==> src/rtl/host_interface_burst.sv <==
// Host-side GPIF interface: decodes the host opcode into device register strobes
// and runs counted burst reads/writes with optional register-address auto-increment.
module host_interface_burst #(
  parameter int DATA_W   = 16,
  parameter int EP_W     = 16,
  parameter int ADDR_W   = 16,
  parameter int TC_W     = 16,
  parameter int AUTO_INC = 0
) (
  input  logic              if_clock,
  input  logic              resetb,
  input  logic [2:0]        ctl,
  input  logic [3:0]        state,
  input  logic [DATA_W-1:0] data_in,
  output logic [DATA_W-1:0] data_out,
  output logic              data_oe,
  output logic              rdy,
  output logic [EP_W-1:0]   diEpAddr,
  output logic [ADDR_W-1:0] diRegAddr,
  output logic [DATA_W-1:0] diRegDataIn,
  input  logic [DATA_W-1:0] diRegDataOut,
  output logic              diWrite,
  output logic              diRead,
  output logic              diReset,
  input  logic              rd_ready,
  input  logic              wr_ready,
  output logic              rd_done,
  output logic              wr_done
);

  localparam logic [3:0] OP_SETEP     = 4'd1;
  localparam logic [3:0] OP_SETREG    = 4'd2;
  localparam logic [3:0] OP_SETRVAL   = 4'd3;
  localparam logic [3:0] OP_RDDATA    = 4'd4;
  localparam logic [3:0] OP_RESETRVAL = 4'd5;
  localparam logic [3:0] OP_GETRVAL   = 4'd6;
  localparam logic [3:0] OP_RDTC      = 4'd7;
  localparam logic [3:0] OP_WRDATA    = 4'd8;
  localparam logic [3:0] OP_WRTC      = 4'd9;

  logic [3:0]        state_q, state_qq;
  logic [2:0]        ctl_q;
  logic [DATA_W-1:0] din_q;
  logic [TC_W-1:0]   rd_tc, wr_tc;
  logic [DATA_W-1:0] rd_data_q;
  logic              rd_rdy_q;
  logic              inc_pend;
  logic              stb, chg, rd_beat, wr_beat;
  logic              unused_ctl;

  assign stb        = ctl_q[1];
  assign unused_ctl = ^{ctl_q[2], ctl_q[0]};
  assign chg        = (state_q != state_qq);

  // Handshake: a burst beat happens only when the host strobes (stb), the device
  // is ready (rd_ready/wr_ready) and the remaining count is non-zero; rdy tells
  // the host whether its next strobe will be accepted.
  assign rd_beat = !chg && (state_q == OP_RDDATA) && stb && rd_ready && (rd_tc != '0);
  assign wr_beat = !chg && (state_q == OP_WRDATA) && stb && wr_ready && (wr_tc != '0);

  always_ff @(posedge if_clock or negedge resetb) begin
    if (!resetb) begin
      state_q     <= '0;
      state_qq    <= '0;
      ctl_q       <= '0;
      din_q       <= '0;
      rd_tc       <= '0;
      wr_tc       <= '0;
      rd_data_q   <= '0;
      rd_rdy_q    <= 1'b0;
      inc_pend    <= 1'b0;
      diEpAddr    <= '0;
      diRegAddr   <= '0;
      diRegDataIn <= '0;
      diWrite     <= 1'b0;
      diRead      <= 1'b0;
      diReset     <= 1'b0;
      rd_done     <= 1'b0;
      wr_done     <= 1'b0;
    end else begin
      state_q  <= state;
      state_qq <= state_q;
      ctl_q    <= ctl;
      din_q    <= data_in;
      diWrite  <= 1'b0;
      diRead   <= 1'b0;
      diReset  <= 1'b0;
      rd_done  <= 1'b0;
      wr_done  <= 1'b0;
      rd_rdy_q <= 1'b0;
      inc_pend <= 1'b0;

      // Address bumps the cycle after a beat so the strobe sees the old address.
      if (inc_pend)
        diRegAddr <= diRegAddr + ADDR_W'(1);

      if (state_q == OP_RDDATA)
        rd_data_q <= diRegDataOut;

      if (!chg) begin
        rd_rdy_q <= (state_q == OP_RDDATA) && diRead;
        case (state_q)
          OP_SETEP:     if (stb) diEpAddr  <= din_q[EP_W-1:0];
          OP_SETREG:    if (stb) diRegAddr <= din_q[ADDR_W-1:0];
          OP_RDTC:      if (stb) rd_tc     <= din_q[TC_W-1:0];
          OP_WRTC:      if (stb) wr_tc     <= din_q[TC_W-1:0];
          OP_SETRVAL: begin
            if (stb && wr_ready) begin
              diWrite     <= 1'b1;
              diRegDataIn <= din_q;
            end
          end
          OP_RESETRVAL: diReset <= stb;
          OP_GETRVAL:   diRead  <= stb && rd_ready;
          OP_RDDATA: begin
            if (rd_beat) begin
              diRead   <= 1'b1;
              rd_tc    <= rd_tc - TC_W'(1);
              rd_done  <= (rd_tc == TC_W'(1));
              inc_pend <= (AUTO_INC != 0);
            end
          end
          OP_WRDATA: begin
            if (wr_beat) begin
              diWrite     <= 1'b1;
              diRegDataIn <= din_q;
              wr_tc       <= wr_tc - TC_W'(1);
              wr_done     <= (wr_tc == TC_W'(1));
              inc_pend    <= (AUTO_INC != 0);
            end
          end
          default: ;
        endcase
      end
    end
  end

  // Opcode 0 after reset keeps every combinational output low.
  always_comb begin
    rdy      = 1'b0;
    data_oe  = 1'b0;
    data_out = rd_data_q;
    if (!chg) begin
      case (state_q)
        OP_SETEP, OP_SETREG, OP_RDTC, OP_WRTC, OP_RESETRVAL: rdy = 1'b1;
        OP_SETRVAL: rdy = wr_ready;
        OP_GETRVAL: begin
          rdy      = rd_ready;
          data_oe  = 1'b1;
          data_out = diRegDataOut;
        end
        OP_RDDATA: begin
          rdy     = rd_rdy_q;
          data_oe = 1'b1;
        end
        OP_WRDATA: rdy = wr_ready && (wr_tc != '0);
        default: ;
      endcase
    end
  end

endmodule

==> config.mk <==
export PLATFORM = sky130hd
export DESIGN_NAME = host_interface_burst
export DESIGN_NICKNAME = d
export VERILOG_FILES = /design/src/rtl/host_interface_burst.sv
export SDC_FILE = /design/constraint.sdc
export NUM_CORES = 1
export LEC_CHECK = 0
export CORE_ASPECT_RATIO = 0.9
export CORE_MARGIN = 1.5
export CORE_UTILIZATION = 50
export DETAILED_ROUTE_END_ITERATION = 16
export PLACE_DENSITY = 0.77
export SKIP_LAST_GASP = 1
export SLEW_MARGIN = 20
export SYNTH_ARGS = -nofsm -noshare
export SYNTH_HDL_FRONTEND = slang
export SYNTH_SLANG_ARGS = --single-unit
==> constraint.sdc <==
create_clock -name if_clock -period 7.2 [get_ports if_clock]
set_clock_uncertainty 0.2 [all_clocks]
set_input_delay 2.16 -clock if_clock [delete_from_list [all_inputs] [get_ports if_clock]]
set_output_delay 2.16 -clock if_clock [all_outputs]
set_load 0.1 [all_outputs]
-- After elaboration in Yosys (flattened, before gate mapping)
Cells that the tools add are included.
W data, S select, Z words.
- bits in registers: 128
- input port bits: 43
- output and inout port bits: 71
- word-level logic and storage cells: 93
- add/subtract/negate cells: 2
- equality and inequality tests: 17
- multiplexer cells: 32
- bitwise operators: 1
- reduce and logical (&&, ||, !) cells: 25
- operators with widths (kind ; count):
    $mux W16 ; 9
    $pmux W16 S2 ; 3
    $eq A16 B1 Y1 const B ; 2
    $reduce_bool A16 Y1 ; 2
    $sub A16 B1 Y16 const B ; 2
    $mux W1 ; 17
    $eq A4 B3 Y1 const B ; 4
    $logic_and A1 B1 Y1 ; 12
    $reduce_and A4 Y1 ; 3
    $ne A2 B2 Y1 const B ; 5
    $eq A4 B2 Y1 const B ; 2
    $eq A4 B4 Y1 const B ; 2
    $reduce_and A3 Y1 ; 2
    $reduce_bool A2 Y1 ; 3
    $pmux W1 S5 ; 1
    $reduce_or A5 Y1 ; 1
    $eq A4 B1 Y1 const B ; 1
    $ne A4 B4 Y1 ; 1
    $pmux W1 S2 ; 2
    $reduce_or A2 Y1 ; 1
    $logic_not A1 Y1 ; 1
    $not A1 Y1 ; 1

-- Logic depth before layout (Yosys ltp)
- depth after elaboration: 9
- mapped depth: 9

-- Least setup slack after synthesis
Ideal clock, no wire load.
- path type: in2out
- from: input port rd_ready
- to: output port rdy
- data arrival time: 4.062 ns
- required time: 4.840 ns
- setup slack: 0.778 ns
- cell stages on the path: 5
- buffers on the path: 0
- cells stage by stage: nand2b_1 a21oi_1 a221oi_1 a21oi_1 a21oi_1
- word-level cells in the longest chain between the ends: 2
- RTL lines (element ; line ; text):
    from (decl) ; 25 ; input logic rd_ready,
    $pmux W1 S5 ; 144 ; case (state_q)
    $mux W1 ; 143 ; if (!chg) begin
    to (decl) ; 17 ; output logic rdy,
Every way passes these cells.

-- Worst setup path after layout
- from: input port wr_ready
- to: output port rdy
- word-level cells in the longest chain between the ends: 3
- RTL lines (element ; line ; text):
    from (decl) ; 26 ; input logic wr_ready,
    $logic_and A1 B1 Y1 ; 156 ; OP_WRDATA: rdy = wr_ready && (wr_tc != '0);
    $pmux W1 S5 * ; 144 ;
    $mux W1 * ; 143 ;
Every way passes the cells marked *; elsewhere a longest branch is shown, timed or not.

==> flow_summary.ini <==
[timing]
max_freq_mhz = 164
setup_viol = 0
post-route-period-util = 0.848
setup_tns_ns = 0
worstMarginPinSlew_ns = 1.03
rsz0062_at_grt = no
period_needed_ns = 6.10
slew_viol_final = 0
slew_headroom = 0.313
hold_viol = 0

[cells_and_area]
syn_to_final_growth_pct = 29.3
nNetsFinal = 681
final_common_cell = dfrtp_1
final_cell_mix = dfrtp_1, clkdlybuf4s50_1, nand2_1
fillers = 905
drive_above_1_share = 0.202
antennaDiodeCount = 0

[floorplanning]
io_pins = 114
rows = 37
start_util = 0.515
core_area_mm2 = 0.0115
die_area_mm2 = 0.0125
dieWidth_um = 118
die_h_um = 106

[placed_design]
io_buffers = 111
dp_hpwl_um = 9430
gp_congestion = 0.843

[clock_tree]
htree_num_levels = 4
root_buffer = clkbuf_16
cts_hold_repair.buffers = 0
cts_buffer_depth = 2
post_cts_buffers = 0
postCtsResizedCells = 0
clk_latency_ns = 0.42
cts_made_buffers = 17
cts_tree = yes
clk_pin_slew_ns = 0.05
cts.sinks = 127

[worst_setup_path]
r2r_setup_slack_ns = 4.29
cp-startpoint = wr_ready
endpoint = rdy
r2r_end = rd_tc[1]
worst_setup_path_start_kind = primary input
cp_data_required_time_ns = 4.84
r2r_cells = 5
cp.arrival_ns = 3.74
critPathCaptureType = output port
path_class = primary input to output port
r2r_start = state_q[1]
path_max_fanout = 3

[yosys]
synth_seq_area_share = 0.538
synth_area_per_cell_um2 = 11.2
synthCells = 527
synth_nets = 576
ys_seq_elements = 127
synth_top_area_frac = 0.538
synth_top_flop_cell = dfrtp_1
yosysWarnings = 0
yosysTopAreaCell = dfrtp_1
ys_async_sr_fraction = 1.00
syn-cell-area_mm2 = 0.00591
synth-edff-count = 0
synthTopCellsByArea = dfrtp_1, mux2_2, nand2_1
synthDistinctLibCells = 63

[grt]
grt_pass1_vias = 4408
grt-ovfl-total = 0
grt_first_pass_wirelength_um = 23400
grt_antenna_before_repair = 0
grt_max_degree = 80
grt_usage = 0.241

[drt]
ant_nets = 0
routed_via_density = 5.79
drc = 0
dr.pass1.iters = 5
vias = 4630
avgRoutedWirePerCell_um = 18.0
routed_wl_um = 14400
first_iter_violations = 419

[flow_run]
maxCapViolations = 0

[power]
power.total_mw = 2.16
leakagePower_nw = 3.38
irDropWorstVdd_mv = 0.193
p_per_area_mw_per_mm2 = 283

[worst_hold_path]
min_path_type = register to register

[outcome]
status = completed
## kinds of logic after synthesis
logic type	after synthesis	synth area share
xor gates and xnor gates	4	0.00593
AOI/OAI and AO/OA	103	0.118
DFF	127	0.538
and+or+nand+nor	184	0.161
adders and majority gates	6	0.0127
buffers and inverters	38	0.0352
muxes	65	0.129
## cells in the mapped netlist, types with 6 or more instances
| cell type | n |
|---|---|
| mux2_4 | 9 |
| nor2_1 | 30 |
| nand2b_1 | 6 |
| o21ai_0 | 29 |
| nand4_1 | 9 |
| mux2_2 | 54 |
| clkbuf_1 | 12 |
| inv_1 | 8 |
| ha_1 | 6 |
| buf_2 | 6 |
| nand3_1 | 16 |
| nor3_1 | 11 |
| dfrtp_1 | 127 |
| nand2_1 | 72 |
| a21oi_1 | 26 |
| nor4_1 | 10 |
## power breakdown
group	internal (mW)	total (mW)	leakage (nW)	switching, mW
sequential	0.776	0.838	1.59	0.0626
combinational	0.127	0.457	1.50	0.331
clock	0.559	0.867	0.285	0.307
## metrics by stage
step           utilization  std cells  cell area [um^2]  hold slack [ns]  setup WS [ns]
2_1_floorplan            -        527              5910            0.149          0.778
3_3_place_gp         0.612        768              7030            0.255           1.11
3_5_place_dp         0.612        768              7030            0.259           1.10
4_1_cts              0.664        799              7620            0.274           1.10
5_1_grt              0.665        800              7640            0.291          0.954
6_report             0.665        800              7640            0.273           1.10
## flip-flops by register name, summed over array words and instances, names as in the netlist
name and flops:
diRead 1, rd_done 1, din_q 16, ctl_q 1
rd_tc 16, diRegAddr 16, rd_data_q 16, diRegDataIn 16
diWrite 1, diEpAddr 16, wr_done 1, wr_tc 16
state_qq 4, diReset 1, rd_rdy_q 1, state_q 4
## area by class of cell
class	instances	area [um^2]	area share
clock inverters	10	136	0.0179
clock buffers	21	460	0.0603
inverters	8	30.0	0.00393
repair buffers	116	1110	0.145
multi-input cells	362	2530	0.331
flip-flops and latches	127	3180	0.416
well taps	156	195	0.0255
## worst min path at each step
stage,start,end,cells past startpoint
after floorplan,state_q[0],state_qq[0],0
final,rd_data_q[7],rd_data_q[7],2
after CTS,rd_data_q[7],rd_data_q[7],2
after global placement,rd_data_q[4],rd_data_q[4],2
after global routing,rd_data_q[0],rd_data_q[0],2
after detailed placement,rd_data_q[7],rd_data_q[7],2
## critical path: stages
cell and delay, ns:
clkdlybuf4s50_1 0.60, o31ai_1 0.10, a221oi_1 0.24, a21oi_1 0.08
a21oi_1 0.22, buf_4 0.33
## metal layers
metal  wire [um]  global-route usage
met4         191              0.0810
met2        6830               0.377
met3        1100              0.0574
met1        6290               0.335
met5           0                   0
(Power assumes the default switching activity.)
